<file path="src/rtl/fsm_esteira_multi_if.sv">
// Handshake/status bundle between the master sequencer, the station sensors and the belt motor FSM.
// Latency: none, plain wires.
// Backpressure: none; cmd_mover is a level request held by the master until completion is seen.
// Optional: FSM_ESTEIRA_CICLOS_EN adds the ciclos_ultimo status bus.
interface fsm_esteira_multi_if #(
  parameter int N_DEST = 3,
  parameter int DW     = 2,
  parameter int CW     = 28
);
  // master sequencer / station side
  logic              cmd_mover;
  logic [DW-1:0]     destino;
  logic [N_DEST-1:0] sensores;
  logic              alarme_rolha;
  logic              limpar_falha;
  // FSM side
  logic              motor_ativo;
  logic              tarefa_concluida;
  logic              falha_timeout;
  logic              ocupado;
  logic [DW-1:0]     destino_atual;
`ifdef FSM_ESTEIRA_CICLOS_EN
  logic [CW-1:0]     ciclos_ultimo;

  modport master (
    output cmd_mover, destino, sensores, alarme_rolha, limpar_falha,
    input  motor_ativo, tarefa_concluida, falha_timeout, ocupado, destino_atual, ciclos_ultimo
  );

  modport slave (
    input  cmd_mover, destino, sensores, alarme_rolha, limpar_falha,
    output motor_ativo, tarefa_concluida, falha_timeout, ocupado, destino_atual, ciclos_ultimo
  );
`else
  modport master (
    output cmd_mover, destino, sensores, alarme_rolha, limpar_falha,
    input  motor_ativo, tarefa_concluida, falha_timeout, ocupado, destino_atual
  );

  modport slave (
    input  cmd_mover, destino, sensores, alarme_rolha, limpar_falha,
    output motor_ativo, tarefa_concluida, falha_timeout, ocupado, destino_atual
  );
`endif
endinterface

</file>
<file path="src/rtl/fsm_esteira_multi.sv">
// Multi-station conveyor motor FSM: moves the belt to the station picked per command, with pause/abort/timeout.
// Latency: motor_ativo is Mealy (drops the same cycle the target sensor or alarm rises); state moves 1 cycle after inputs.
// Backpressure: cmd_mover is a level handshake; completion/fault is held until the master drops cmd_mover.
// Optional: define FSM_ESTEIRA_CICLOS_EN to add ciclos_ultimo (motor-on cycles of the last completed move).
module fsm_esteira_multi #(
  parameter int N_DEST         = 3,
  parameter int DW             = 2,
  parameter int TIMEOUT_CYCLES = 250000000,
  parameter int CW             = 28
) (
  input  logic                  i_clk,
  input  logic                  i_reset,
  fsm_esteira_multi_if.slave    io_bus
);

  typedef enum logic [2:0] {
    S_IDLE    = 3'd0,
    S_MOVENDO = 3'd1,
    S_PAUSADO = 3'd2,
    S_PARADO  = 3'd3,
    S_FALHA   = 3'd4
  } state_t;

  // Destination range check is done one bit wider so N_DEST == 2**DW still fits.
  localparam logic [DW:0]   N_DEST_W = (DW+1)'(N_DEST);
  localparam bit            TO_EN    = (TIMEOUT_CYCLES != 0);
  localparam logic [CW-1:0] TO_LAST  = TO_EN ? CW'(TIMEOUT_CYCLES - 1) : '0;
  localparam logic [CW-1:0] CNT_MAX  = '1;

  state_t        r_state;
  state_t        w_next_state;
  logic [DW-1:0] r_dest;
  logic [DW-1:0] w_next_dest;
  logic [CW-1:0] r_cnt;
  logic [CW-1:0] w_next_cnt;

  logic          w_alvo;
  logic          w_dest_ok;
  logic          w_dest_sens;
  logic          w_start;
  logic          w_timeout_hit;
  logic [CW-1:0] w_cnt_inc;

`ifdef FSM_ESTEIRA_CICLOS_EN
  logic [CW-1:0] r_ciclos;
  logic [CW-1:0] w_next_ciclos;
`endif

  // Input decode shared by the next-state logic and the Mealy motor output.
  always_comb begin
    w_alvo        = io_bus.sensores[r_dest];
    w_dest_ok     = ({1'b0, io_bus.destino} < N_DEST_W);
    // Only look at the requested sensor when the index is legal.
    w_dest_sens   = w_dest_ok && io_bus.sensores[io_bus.destino];
    w_start       = io_bus.cmd_mover && !io_bus.alarme_rolha && w_dest_ok;
    w_timeout_hit = TO_EN && (r_cnt == TO_LAST);
    // The counter saturates instead of wrapping, so a disabled timeout never aliases back to zero.
    w_cnt_inc     = (r_cnt == CNT_MAX) ? r_cnt : (r_cnt + CW'(1));
  end

  // State, latched target and travel counter registers with synchronous active-low reset.
  always_ff @(posedge i_clk) begin
    if (!i_reset) begin
      r_state <= S_IDLE;
      r_dest  <= '0;
      r_cnt   <= '0;
    end else begin
      r_state <= w_next_state;
      r_dest  <= w_next_dest;
      r_cnt   <= w_next_cnt;
    end
  end

`ifdef FSM_ESTEIRA_CICLOS_EN
  // Snapshot of the travel counter taken on each completed move.
  always_ff @(posedge i_clk) begin
    if (!i_reset) begin
      r_ciclos <= '0;
    end else begin
      r_ciclos <= w_next_ciclos;
    end
  end
`endif

  // Next-state, counter and target update; priority order inside each state matters.
  always_comb begin
    w_next_state = r_state;
    w_next_dest  = r_dest;
    w_next_cnt   = r_cnt;
`ifdef FSM_ESTEIRA_CICLOS_EN
    w_next_ciclos = r_ciclos;
`endif
    case (r_state)
      S_IDLE: begin
        if (w_start) begin
          w_next_dest  = io_bus.destino;
          w_next_cnt   = '0;
          // Belt already parked at the target: complete without ever starting the motor.
          w_next_state = w_dest_sens ? S_PARADO : S_MOVENDO;
        end
      end
      S_MOVENDO: begin
        if (w_alvo) begin
          w_next_state = S_PARADO;
`ifdef FSM_ESTEIRA_CICLOS_EN
          w_next_ciclos = r_cnt;
`endif
        end else if (io_bus.alarme_rolha) begin
          w_next_state = S_PAUSADO;
        end else if (!io_bus.cmd_mover) begin
          w_next_state = S_IDLE;
        end else if (w_timeout_hit) begin
          w_next_state = S_FALHA;
        end else begin
          w_next_cnt = w_cnt_inc;
        end
      end
      S_PAUSADO: begin
        // Counter is frozen here: only motor-on time counts toward the timeout.
        if (w_alvo) begin
          w_next_state = S_PARADO;
`ifdef FSM_ESTEIRA_CICLOS_EN
          w_next_ciclos = r_cnt;
`endif
        end else if (!io_bus.cmd_mover) begin
          w_next_state = S_IDLE;
        end else if (!io_bus.alarme_rolha) begin
          w_next_state = S_MOVENDO;
        end
      end
      S_PARADO: begin
        if (!io_bus.cmd_mover) begin
          w_next_state = S_IDLE;
        end
      end
      S_FALHA: begin
        // Clearing requires the master to have withdrawn the command, so a fault cannot auto-retry.
        if (io_bus.limpar_falha && !io_bus.cmd_mover) begin
          w_next_state = S_IDLE;
        end
      end
      default: begin
        w_next_state = S_IDLE;
      end
    endcase
  end

  // Status outputs decoded from the current state; motor is Mealy on the target sensor and alarm.
  always_comb begin
    io_bus.motor_ativo      = 1'b0;
    io_bus.tarefa_concluida = 1'b0;
    io_bus.falha_timeout    = 1'b0;
    io_bus.ocupado          = 1'b0;
    io_bus.destino_atual    = r_dest;
    case (r_state)
      S_MOVENDO: begin
        // Reset gating makes the motor stop in the very cycle reset is sampled.
        io_bus.motor_ativo = i_reset && !w_alvo && !io_bus.alarme_rolha;
        io_bus.ocupado     = 1'b1;
      end
      S_PAUSADO: begin
        io_bus.ocupado = 1'b1;
      end
      S_PARADO: begin
        io_bus.tarefa_concluida = 1'b1;
      end
      S_FALHA: begin
        io_bus.falha_timeout = 1'b1;
      end
      default: begin
        io_bus.ocupado = 1'b0;
      end
    endcase
  end

`ifdef FSM_ESTEIRA_CICLOS_EN
  assign io_bus.ciclos_ultimo = r_ciclos;
`endif

endmodule

</file>
<file path="src/flat_wrapper.sv">
// flat-port wrapper written by rule: the top's interface ports become plain ports
module fsm_esteira_multi_flat 
#(
  parameter int N_DEST         = 3,
  parameter int DW             = 2,
  parameter int TIMEOUT_CYCLES = 250000000,
  parameter int CW             = 28
)
  (i_clk, i_reset, io_bus_cmd_mover, io_bus_destino, io_bus_sensores, io_bus_alarme_rolha, io_bus_limpar_falha, io_bus_motor_ativo, io_bus_tarefa_concluida, io_bus_falha_timeout, io_bus_ocupado, io_bus_destino_atual);
  fsm_esteira_multi_if #(.N_DEST(N_DEST), .DW(DW), .CW(CW)) io_bus_i ();
  input  logic i_clk;
  input  logic i_reset;
  input wire logic [$bits(io_bus_i.cmd_mover)-1:0] io_bus_cmd_mover;
  input wire logic [$bits(io_bus_i.destino)-1:0] io_bus_destino;
  input wire logic [$bits(io_bus_i.sensores)-1:0] io_bus_sensores;
  input wire logic [$bits(io_bus_i.alarme_rolha)-1:0] io_bus_alarme_rolha;
  input wire logic [$bits(io_bus_i.limpar_falha)-1:0] io_bus_limpar_falha;
  output wire logic [$bits(io_bus_i.motor_ativo)-1:0] io_bus_motor_ativo;
  output wire logic [$bits(io_bus_i.tarefa_concluida)-1:0] io_bus_tarefa_concluida;
  output wire logic [$bits(io_bus_i.falha_timeout)-1:0] io_bus_falha_timeout;
  output wire logic [$bits(io_bus_i.ocupado)-1:0] io_bus_ocupado;
  output wire logic [$bits(io_bus_i.destino_atual)-1:0] io_bus_destino_atual;
  assign io_bus_i.cmd_mover = io_bus_cmd_mover;
  assign io_bus_i.destino = io_bus_destino;
  assign io_bus_i.sensores = io_bus_sensores;
  assign io_bus_i.alarme_rolha = io_bus_alarme_rolha;
  assign io_bus_i.limpar_falha = io_bus_limpar_falha;
  assign io_bus_motor_ativo = io_bus_i.motor_ativo;
  assign io_bus_tarefa_concluida = io_bus_i.tarefa_concluida;
  assign io_bus_falha_timeout = io_bus_i.falha_timeout;
  assign io_bus_ocupado = io_bus_i.ocupado;
  assign io_bus_destino_atual = io_bus_i.destino_atual;
  fsm_esteira_multi #(.N_DEST(N_DEST), .DW(DW), .TIMEOUT_CYCLES(TIMEOUT_CYCLES), .CW(CW)) u_core (.i_clk(i_clk), .i_reset(i_reset), .io_bus(io_bus_i));
endmodule
</file>
<file path="config.mk">
export PLATFORM = sky130hd
export DESIGN_NAME = fsm_esteira_multi_flat
export DESIGN_NICKNAME = d
export VERILOG_FILES = /design/src/rtl/fsm_esteira_multi_if.sv /design/src/rtl/fsm_esteira_multi.sv /design/src/flat_wrapper.sv
export SDC_FILE = /design/constraint.sdc
export NUM_CORES = 1
export LEC_CHECK = 0
export CAP_MARGIN = 20
export CORE_AREA = 2 2 52 78
export DETAILED_ROUTE_END_ITERATION = 10
export DIE_AREA = 0 0 54 80
export PLACE_DENSITY = 0.79
export SYNTH_ARGS = -nofsm -noshare
export SYNTH_HDL_FRONTEND = slang
export SYNTH_SLANG_ARGS = --single-unit
</file>
<file path="constraint.sdc">
create_clock -name i_clk -period 3.1 [get_ports i_clk]
set_input_delay 0.465 -clock i_clk [delete_from_list [all_inputs] [get_ports i_clk]]
set_output_delay 0.465 -clock i_clk [all_outputs]
set_load 0.01 [all_outputs]
</file>
# --- Word-level counts from Yosys, hierarchy flattened ---
# Index checks and enable logic that the tools add are counted.
word_totals:
  ff_bits: 33
  latch_bits: 0
  ram_bits: 0
  romBits: 0
  in_bits: 10
  n_memories: 0
classes:
  add_sub_neg: 1
  mul: 0
  n_div: 0
  magnitude_cmp: 3
  eq_ne: 16
  shift: 0
  muxes: 27
  bitwise: 0
  reduce_logical: 15
ops:
  columns: ["op", "n"]
  rows:
  - ["28-bit two-way mux", 6]
  - ["28-bit equality test (second input constant)", 2]
  - ["28-bit one-hot mux with 2 select lines", 1]
  - ["3-bit two-way mux", 10]
  - ["28-bit by 1-bit adder with 28-bit output (second input constant)", 1]
  - ["3-bit one-hot mux with 5 select lines", 1]
  - ["2-bit inequality test (second input constant)", 6]
  - ["7-bit AND reduction", 1]
  - ["3-bit by 2-bit equality test with 1-bit output (second input constant)", 2]
  - ["1-bit logical AND", 6]
  - ["2-bit by 3-bit less-than comparator with 1-bit output (second input constant)", 2]
  - ["1-bit two-way mux", 6]
  - ["5-bit by 3-bit inequality test with 1-bit output (second input constant)", 1]
  - ["5-bit AND reduction", 1]
  - ["1-bit binary-select mux with 2-bit select", 2]
  - ["2-bit by 1-bit inequality test with 1-bit output (second input constant)", 2]
  - ["4-bit by 3-bit inequality test with 1-bit output (second input constant)", 1]
  - ["3-bit by 1-bit equality test with 1-bit output (second input constant)", 1]
  - ["3-bit equality test (second input constant)", 1]
  - ["1-bit logical NOT", 3]
  - ["3-bit logical NOT", 1]
  - ["2-bit less-than comparator (second input constant)", 1]
  - ["2-bit two-way mux", 1]
  - ["2-bit AND reduction", 1]
  - ["other kinds (2)", 2]

# --- Longest topological paths before layout ---
depth:
  depth_word: 7
  ltp_mapped: 9
  ltp_nobuf: 7

# --- Worst setup path before layout ---
# OpenSTA, ideal clock, no wires.
synth_timing:
  path_type: "flip-flop to flip-flop"
  start: "reg u_core.r_cnt[0]"
  end: "reg u_core.r_cnt[27]"
  arrival_ns: 1.959
  t_required_ns: 2.973
  setup_slack_ns: 1.014
  stages_incl_launch_ff: 9
  synth_period_minus_slack_ns: 2.086
  cell_sequence: "dfxtp_1 -> ha_1 -> nand3_2 -> nor3_1 -> nand4_1 -> and3_1 -> buf_2 -> o211a_1 -> or3b_1"
synth_between:
  elab_chain_cells: 7
synth_rtl:
  columns: ["item", "line_no", "text"]
  rows:
  - ["start, declared", "fsm_esteira_multi.sv:34", "logic [CW-1:0] r_cnt;"]
  - ["start signal, assigned", "fsm_esteira_multi.sv:70", "r_cnt <= w_next_cnt;"]
  - ["28-bit by 1-bit adder with 28-bit output", "fsm_esteira_multi.sv:58", "w_cnt_inc = (r_cnt == CNT_MAX) ? r_cnt : (r_cnt + CW'(1));"]
  - ["28-bit two-way mux", "fsm_esteira_multi.sv:58", null]
  - ["28-bit two-way mux", "fsm_esteira_multi.sv:112", "end else if (w_timeout_hit) begin"]
  - ["28-bit two-way mux", "fsm_esteira_multi.sv:110", "end else if (!io_bus.cmd_mover) begin"]
  - ["28-bit two-way mux", "fsm_esteira_multi.sv:108", "end else if (io_bus.alarme_rolha) begin"]
  - ["28-bit two-way mux", "fsm_esteira_multi.sv:103", "if (w_alvo) begin"]
  - ["28-bit one-hot mux with 2 select lines", "fsm_esteira_multi.sv:93", "case (r_state)"]
# Parallel ways exist; a longest one is shown, timed or not. The select of a mux whose other input is x is not followed.
# A chain may end at the register's enable or synchronous reset.

# --- Worst setup path after layout ---
layout_timing:
  start: "reg u_core.r_state[0]"
  end: "out io_bus_motor_ativo"
layout_between:
  elab_chain_cells: 2
layout_rtl:
  columns: ["item", "line_no", "text"]
  rows:
  - ["start, declared", "fsm_esteira_multi.sv:30", "state_t r_state;"]
  - ["start signal, assigned", "fsm_esteira_multi.sv:68", "r_state <= w_next_state;"]
  - ["3-bit by 1-bit equality test with 1-bit output", "fsm_esteira_multi.sv:155", "case (r_state)"]
  - ["1-bit two-way mux", "fsm_esteira_multi.sv:155", null]
  - ["end, declared", "flat_wrapper.sv:18", "output wire logic [$bits(io_bus_i.motor_ativo)-1:0] io_bus_motor_ativo;"]
# Every way passes these cells.

==> results.toml <==
[timing]
timing.final.ws_setup_ns = 0.249
min_period_ns = 2.85
slew_viol_final = 0
max_freq_mhz = 351
setup_viol_count_final = 0
finClkSkew_ns = 0.00899
rsz0062_at_grt = "false"
worst_pin_slew_ns = 0.733
hold_viol = 0
setup_tns_ns = 0
max_slew_margin = 0.510
finalCritPeriodShare = 0.920

[clock_network]
cts_max_level = 2
numCtsBuffers = 5
insertion_delay_ns = 0.30
cts_root_buffer = "clkbuf_8"
clk_pin_slew_ns = 0.07
cts_resized = 0
cts_setup_buffers = 0
cts_tree = "yes"
cts_hold_buf = 0
cts_buffer_depth = 2
numClockSinks = 33

[yosys]
synth.yosys.seq_area_share = 0.315
syn_area_um2 = 2090
yosys-top-cells-area = "dfxtp_1 32%, nand2_1 4.8%, a31oi_1 4.5%"
yosys.area.top_type = "dfxtp_1"
ys_ff_latch = 33
yosysWarningCount = 0
synth_ff_type = "dfxtp_1"
netlist_instances = 259
synthesis.nets = 270
syn_area_per_cell_um2 = 8.09
ys_types = 56
async_reset_ff_frac = 0
synth_top_area_frac = 0.315
synth_edf_count = 0

[critical_path]
critPathRequiredTime_ns = 2.63
critPathArrivalTime_ns = 2.39
endpoint_kind = "primary output"
crit_fanout = 13
r2r-start = "u_core.r_cnt[0]"
criticalPathCategory = "flip-flop to primary output"
critPathMaxStageDelay_ns = 0.59
slowest_stage = "clkdlybuf4s50_1"
cp-start-kind = "flip-flop"
worstReg2RegEnd = "u_core.r_cnt[27]"
crit_chain = "nor3b_4, nand2_2, nor3_1, clkdlybuf4s50_1"
cp_num_cells = 4
crit_family = "simple AND/OR/NAND/NOR gates"
r2r_slack_ns = 0.53
path_buf_inv = 1
rr_worst_depth = 8

[power]
leakagePower_nw = 0.893
p_per_area_nw_per_um2 = 529
ir_worst_vdd_mv = 0.522
clockPowerShare = 0.335
pwr-share-comb = 0.277
swShare = 0.326
net-switching-power_mw = 0.414
seq_power_share = 0.388
internal_power_mw = 0.857

[job]
max_cap_viol_count = 0

[placement]
portBuffers = 15
dp_slack_ns = 0.344
gp_congestion = 0.878
dp_hpwl_um = 4060
dp_cells = 312

[global_routing]
grt_antenna_before_repair = 0
grt.overflow.total = 0
grt_first_pass_wirelength_um = 9180
grtUsageTotal = 0.289
grt_max_degree = 14
first_global_vias = 2009

[final_layout]
layout.cells.most_common = "dfxtp_1"
area_growth_pct = 14.6
antenna_cells = 0
drive_above_1_share = 0.105
multi_input_area_um2 = 1370
layout_common_cells = "33 x dfxtp_1, 27 x nand2_1, 24 x nor2_1"
n_fill_cell = 321
fin_nets = 287
regArea_um2 = 661
final_cells = 320

[worst_hold_path]
min_from = "u_core.r_cnt[24]"
whs_endpoint = "u_core.r_cnt[24]"
whs_path_depth = 1
hp-class = "flip-flop to flip-flop"

[floorplanning]
ios = 16
coreArea_um2 = 3650
die-area_um2 = 4320
die_h_um = 80
rows = 27
fp.dieW_um = 54
initial_core_util = 0.574

[drt]
wl_per_cell_um = 17.1
drt_iter0_drc = 100
vias_per_cell = 6.60
drt_first_pass_iters = 4
num_vias = 2113
route.detailed.drc = 0
ant_nets = 0
wirelength_um = 5470

[run_status]
outcome = "completed"
-- cells in the mapped netlist, drive strengths merged (2+ instances only) --
cell type and count:
and4 2, nor2 24, nand3b 3, a211o 3, mux2i 4, nand4b 2
or3 2, or4 2, nand4 11, and3 12, a221o 2, buf 6
nor4 6, nand3 15, inv 4, nand2 28, nand2b 2, o211ai 4
dfxtp 33, clkbuf 3, o21a 2, o21ai 21, o31ai 7, and2 2
nor3 11, nor3b 4, a31oi 15, a21oi 14
-- stage by stage --
stage	hold WS [ns]	cell area [um2]	util	total power, mW
global route	0.516	2400	0.658	1.33
detailed placement	0.478	2280	0.626	0.844
finish	0.493	2400	0.658	1.27
global placement	0.469	2280	0.626	0.845
CTS	0.492	2400	0.658	1.27
floorplan	0.443	2090	-	0.728
-- cell type report --
| cell class | count | area share |
|---|---|---|
| multi-input combinational | 213 | 0.572 |
| sequential | 33 | 0.275 |
| timing repair buffer | 19 | 0.0751 |
| clock buffer | 7 | 0.0360 |
| tap | 43 | 0.0224 |
| clock inverter | 1 | 0.0125 |
| inverter | 4 | 0.00626 |
-- logic make-up (layout without fill, tap and decap cells) --
group / count (synthesis) / after routing / share of synthesized area
AND/OR/NAND/NOR: 130 / 130 / 0.387
AO/OA/AOI/OAI: 77 / 77 / 0.240
flip-flops: 33 / 33 / 0.315
buffers and inverters: 13 / 31 / 0.0287
multiplexers: 4 / 4 / 0.0191
adder cells (fa/ha/maj): 1 / 1 / 0.00597
XOR/XNOR: 1 / 1 / 0.00418
-- layer usage --
metal / vias up / wire length, um / track usage
met1: 1000 / 2030 / 0.305
met2: 65 / 3030 / 0.521
met5: - / 0 / 0
met3: 15 / 234 / 0.0431
met4: 0 / 176 / 0.155
li1: 1033 / - / -
-- state kept, by name, indices dropped and copies added (netlist names) --
name	count
u_core.r_cnt	28
u_core.r_state	3
u_core.io_bus.destino_atual	2
-- how the worst max path moves through the flow --
| stage | start | end | slack (ns) |
|---|---|---|---|
| 2_1_floorplan | u_core.r_cnt[0] | u_core.r_cnt[27] | 1.01 |
| 3_3_place_gp | io_bus_cmd_mover | u_core.r_cnt[2] | 0.37 |
| 3_5_place_dp | io_bus_cmd_mover | u_core.r_cnt[2] | 0.34 |
| 4_1_cts | u_core.r_state[0] | io_bus_motor_ativo | 0.28 |
| 5_1_grt | u_core.r_state[0] | io_bus_motor_ativo | 0.1 |
| 6_report | u_core.r_state[0] | io_bus_motor_ativo | 0.25 |
-- power by group through the flow --
stage | logic (mW) | clock network, mW | registers [mW]
6_report | 0.352 | 0.426 | 0.493
5_1_grt | 0.386 | 0.443 | 0.497
4_1_cts | 0.346 | 0.428 | 0.491
3_5_place_dp | 0.343 | 0 | 0.501
3_3_place_gp | 0.343 | 0 | 0.502
2_1_floorplan | 0.259 | 0 | 0.469
Power figures use the tool's default switching activity.
==> variant 1 (same settings) <==
`DW` is set to 2 in 3 places; all go to 4. Comments in the files are not updated.
--- a/src/rtl/fsm_esteira_multi_if.sv
+++ b/src/rtl/fsm_esteira_multi_if.sv
@@ -5,5 +5,5 @@
 interface fsm_esteira_multi_if #(
   parameter int N_DEST = 3,
-  parameter int DW     = 2,
+  parameter int DW     = 4,
   parameter int CW     = 28
 );
--- a/src/rtl/fsm_esteira_multi.sv
+++ b/src/rtl/fsm_esteira_multi.sv
@@ -5,5 +5,5 @@
 module fsm_esteira_multi #(
   parameter int N_DEST         = 3,
-  parameter int DW             = 2,
+  parameter int DW             = 4,
   parameter int TIMEOUT_CYCLES = 250000000,
   parameter int CW             = 28
--- a/src/flat_wrapper.sv
+++ b/src/flat_wrapper.sv
@@ -3,5 +3,5 @@
 #(
   parameter int N_DEST         = 3,
-  parameter int DW             = 2,
+  parameter int DW             = 4,
   parameter int TIMEOUT_CYCLES = 250000000,
   parameter int CW             = 28
Interface: changed (resized io_bus_destino and io_bus_destino_atual); port bits go from 16 to 20. The function was not compared with the original's and may differ.
==> variant 1 against the unedited design <==
  * Sequential cell count grew 2
  * Final area is 1.7% higher
  * Worst setup slack improved by 0.20 ns
  * Register-to-register slack better by 0.09 ns
  * Power shrank 14%
  * Final cell count increased by 1.6%
  * Clock skew is essentially flat
  * Synthesized area increased by 1.4%
  * First-iteration DRC count down 17%
  * Clock power down 21%
  * Routed wire length decreased by 1.8%
  * Critical path type unchanged
==> variant 1: results (changes against the unedited design) <==
| Metric | Value |
|---|---|
| Cell depth of the worst flop-to-flop path | `6 (-2)` |
| I/O Buffers | `19 (+4)` |
| Top cells by count, synth | `dfxtp_1 (35), nand3_1 (28), nand2_1 (25), o211ai_1 (19), nor2_1 (17)` |
| GR Util met1 | `31.9% (+1.4 points)` |
| GRT met3 Usage | `5.06% (+0.75 points)` |
| Mean routed wirelength per cell | `16.5 microns (-3.3%)` |
| Mapped Nets | `274 (+1.5%)` |
| Placed cells | `317 (+1.6%)` |
| Peak supply drop | `0.000308 V (-41%)` |
| Setup ws final | `0.445 ns (+0.196 ns)` |
| Syn Inst Count | `261 (+0.77%)` |
| Post-DP Area | `2350 sq um (+3.1%)` |
| DRT iter0 DRCs | `83 (-17%)` |
| FF-to-FF setup slack | `0.62 ns (+0.09 ns)` |
| GR Layer Usage met2 | `48.3% (-3.8 points)` |
| DRT Wirelength | `5380 microns (-1.8%)` |
| Reg-to-reg startpoint | `u_core.r_state[0]` |
| Outcome | `finished, final reports clean` |
| Post-Synth Adder-Cell Area | `0.589% (-0.0084 points)` |
| R2R Path End | `u_core.r_cnt[23]` |
| CP Data Arrival Time | `2.19 ns (-0.20 ns)` |
| Fin nets | `294 (+2.4%)` |
| Worst Tran Pin Value | `0.679 ns (-0.0543 ns)` |
| Number of global-route vias before repair | `1895 (-5.7%)` |
| Fraction of synthesized area in multiplexers | `1.88% (-0.027 points)` |
| Largest net degree at the start of global routing | `15 (+1)` |
| Final Skew | `0.00916 ns (+0.000178 ns)` |
| Compound-Gate Fraction of Synth Area | `21.6% (-2.4 points)` |
| GRT Util Overall | `27.9% (-1.0 points)` |
| Global-route wire length before repair | `8870 microns (-3.3%)` |
| Setup slack at placement | `0.323 ns (-0.0209 ns)` |
| Leakage | `0.000846 uW (-5.3%)` |
| Layout cells sized above 1 | `9.57% (-0.89 points)` |
| Seq/Total Area, Yosys | `33.0% (+1.4 points)` |
| Vias | `2165 (+2.5%)` |
| CP Launch Point | `u_core.r_state[1]` |
| Unique masters post-synth | `57 (+1.8%)` |
| Synth area leaders | `dfxtp_1 (33%), o211ai_1 (6.7%), nand3_1 (6.6%), nand2_1 (4.4%), or4_1 (4.2%)` |
| Most common cell after layout, fill and taps aside | `dfxtp_1` |
| TritonCTS buffer count | `5 (unchanged)` |
| CP Max Fanout | `10 (-3)` |
| Final GP Congestion | `0.875 (-0.30%)` |
==> variant 1: cells by family (layout without fill, tap and decap cells) <==
family                   count (synthesis)  count (layout)
flip-flops                              35              35
AND/OR/NAND/NOR                        138             138
multiplexers                             4               4
XOR/XNOR                                 2               2
AO/OA/AOI/OAI                           60              60
buffers and inverters                   21              42
adder cells (fa/ha/maj)                  1               1
==> variant 1: layout make-up <==
type	count	area, sq um
clock buffers	6	72.6
clock inverters	2	12.5
fillers	316	1210
inverters	8	30.0
multi-input cells	205	1330
flip-flops and latches	35	701
well taps	43	53.8
repair buffers	26	243
==> variant 1: metal layers <==
layer / wire length (microns) / share of wire (%)
met5: 0 / 0
met3: 164 / 3.1
met2: 2890 / 54
met1: 2170 / 40
met4: 150 / 2.8
==> variant 1: worst min path at each step <==
stage | start | end | slack [ns]
detailed placement | u_core.io_bus.destino_atual[3] | u_core.io_bus.destino_atual[3] | 0.48
CTS | u_core.io_bus.destino_atual[3] | u_core.io_bus.destino_atual[3] | 0.49
global placement | u_core.io_bus.destino_atual[3] | u_core.io_bus.destino_atual[3] | 0.47
floorplan | u_core.r_cnt[0] | u_core.r_cnt[0] | 0.46
global route | u_core.io_bus.destino_atual[3] | u_core.io_bus.destino_atual[3] | 0.50
finish | u_core.io_bus.destino_atual[3] | u_core.io_bus.destino_atual[3] | 0.48
==> variant 1: power groups by stage <==
stage          Combinational [uW]  Sequential [uW]  Clock (uW)
6_report                      252              500         336
5_1_grt                       279              505         358
4_1_cts                       251              500         341
3_5_place_dp                  251              510           0
3_3_place_gp                  246              511           0
2_1_floorplan                 184              489           0
==> variant 1: worst max-delay path: cells and delay by family, from the launching register on <==
family,cells,cell delay (ns)
and+or+nand+nor,4,0.92
buffers and inverters,1,0.56
DFF,1,0.41
==> variant 2 (same settings) <==
Made on the original files. The 5 states of `state_t` get a one-hot encoding in 5 bits.
--- a/src/rtl/fsm_esteira_multi.sv
+++ b/src/rtl/fsm_esteira_multi.sv
@@ -14,10 +14,10 @@
 );
 
-  typedef enum logic [2:0] {
-    S_IDLE    = 3'd0,
-    S_MOVENDO = 3'd1,
-    S_PAUSADO = 3'd2,
-    S_PARADO  = 3'd3,
-    S_FALHA   = 3'd4
+  typedef enum logic [4:0] {
+    S_IDLE    = 5'b00001,
+    S_MOVENDO = 5'b00010,
+    S_PAUSADO = 5'b00100,
+    S_PARADO  = 5'b01000,
+    S_FALHA   = 5'b10000
   } state_t;
 
Behaviour: no difference found for any inputs over 10 cycles, from zero or initial values and one cycle with i_reset low; not proved beyond that.
==> variant 2 against the unedited design <==
  * Final area down 4.1%
  * Synthesized area decreased by 4.2%
  * Routed wire length decreased by 7.1%
  * Sequential cell count rose by 2
  * Worst setup slack better by 0.23 ns
  * Register-to-register slack better by 0.05 ns
  * Clock skew down 0.0035 ns
  * Global-route usage shrank 3.7 points
  * Critical path type is now in -> out
  * Largest cell class unchanged
Power is not compared: it rests on default switching activity, and its combinational part moved more than twofold at a synthesized area within 25%.
==> variant 2: results (changes against the unedited design) <==
| Metric | Value |
|---|---|
| Outcome | `finished, final reports clean` |
| WHS Endpoint | `u_core.r_cnt[5]` |
| FF-to-FF setup slack | `0.58 ns (+0.05 ns)` |
| Worst Tran Pin Value | `0.851 ns (+0.118 ns)` |
| Mean routed wirelength per cell | `16.7 microns (-2.5%)` |
| CP Max Fanout | `4 (-9)` |
| Vias/cell | `6.69 (+1.3%)` |
| Fin nets | `272 (-5.2%)` |
| CP Data Arrival Time | `2.16 ns (-0.23 ns)` |
| Top cells by count, synth | `dfxtp_1 (35), a21oi_1 (23), nand2_1 (22), nand3_1 (19), o21ai_0 (15)` |
| Initial DRT Pass Iterations | `5 (+1)` |
| Global-route wire length before repair | `8100 microns (-12%)` |
| Met1 wire length | `2010 microns (-1.2%)` |
| GRT Util Overall | `25.2% (-3.7 points)` |
| Largest register FFs | `28 (unchanged)` |
| Post-detail-place hpwl | `3560 microns (-12%)` |
| R2R Path End | `u_core.r_cnt[3]` |
| HP Start | `u_core.r_cnt[5]` |
| Largest net degree at the start of global routing | `43 (+29)` |
| Reg-to-reg startpoint | `u_core.r_cnt[0]` |
| Cell depth of the worst flop-to-flop path | `6 (-2)` |
| Seq/Total Area, Yosys | `34.9% (+3.4 points)` |
| Synth area leaders | `dfxtp_1 (35%), a21oi_1 (5.7%), nand3_1 (4.7%), nand2_1 (4.1%), o21ai_0 (3.7%)` |
| Met3 WL | `121 microns (-48%)` |
| WL met2 | `2780 microns (-8.3%)` |
| Unique masters post-synth | `46 (-18%)` |
| Mapped Nets | `254 (-5.9%)` |
| Filler cells | `335 (+4.4%)` |
| Root buf cell | `clkbuf_8` |
| Final GP Congestion | `0.889 (+1.3%)` |
| Hold Path Depth | `2 (+1)` |
variant 2: cell count changes in the layout (fill, tap and decap cells not counted), moves of 4 or more:
cell       change
nand2_1        -5
and3_1         -8
or3_1          +9
nor3_1         -5
a31oi_1       -14
xnor2_1        +5
nand3_1        +7
nor2_1        -12
o21ai_1        -4
a21oi_1        +9
a2111oi_0      +4
or4_1          +8
variant 2: metrics by stage:
step | setup WS [ns] | hold slack [ns] | instances | power [uW] | area [sq um]
final | 0.479 | 0.477 | 305 | 1050 | 2300
after global routing | 0.303 | 0.515 | 305 | 1090 | 2300
after CTS | 0.488 | 0.481 | 305 | 1060 | 2300
after detailed placement | 0.388 | 0.474 | 297 | 648 | 2190
after global placement | 0.427 | 0.459 | 297 | 647 | 2190
after floorplan | 0.943 | 0.448 | 243 | 599 | 2010
variant 2: worst max path at each step:
stage / endpoint / startpoint / cells past startpoint / slack, ns
after floorplan: u_core.r_cnt[9] / u_core.r_state[2] / 7 / 0.94
after global placement: u_core.r_cnt[25] / io_bus_cmd_mover / 6 / 0.43
after detailed placement: u_core.r_cnt[25] / io_bus_sensores[1] / 7 / 0.39
after CTS: io_bus_motor_ativo / io_bus_sensores[1] / 6 / 0.49
after global routing: io_bus_motor_ativo / io_bus_sensores[1] / 6 / 0.30
final: io_bus_motor_ativo / io_bus_sensores[1] / 6 / 0.48
variant 2: layout make-up:
| type | count | area (sq um) | share of cell area, % |
|---|---|---|---|
| Sequential cell | 35 | 701 | 30.4 |
| Multi-Input combinational cell | 194 | 1230 | 53.5 |
| Tap cell | 43 | 53.8 | 2.34 |
| Inverter | 6 | 22.5 | 0.978 |
| Clock buffer | 5 | 68.8 | 2.99 |
| Timing Repair Buffer | 19 | 180 | 7.83 |
| Clock inverter | 3 | 43.8 | 1.90 |
variant 2: worst max-delay path, cell delays in order:
cell,delay (ns)
clkdlybuf4s50_1,0.42
mux2i_1,0.20
o21ai_0,0.16
buf_4,0.18
nor4_1,0.16
clkdlybuf4s50_1,0.57
variant 2: per-layer routing:
layer,vias up,global-route usage [%]
li1,974,-
met1,1006,26.0
met2,45,45.0
met3,16,4.68
met4,0,14.2
met5,-,0
variant 2: power groups by stage:
stage	sequential [uW]	combinational, uW	clock (uW)
finish	471	170	414
global route	472	187	435
CTS	471	168	424
detailed placement	481	166	0
global placement	481	166	0
floorplan	480	119	0
variant 2: kinds of logic (layout without fill, tap and decap cells):
logic type / count (synthesis) / count (layout) / synth area share, %
xor gates and xnor gates: 6 / 6 / 2.62
and+or+nand+nor: 117 / 117 / 34.2
buffers and inverters: 14 / 33 / 3.62
adders and majority gates: 1 / 1 / 0.624
muxes: 4 / 4 / 2.00
DFF: 35 / 35 / 34.9
AOI/OAI and AO/OA: 66 / 66 / 22.0
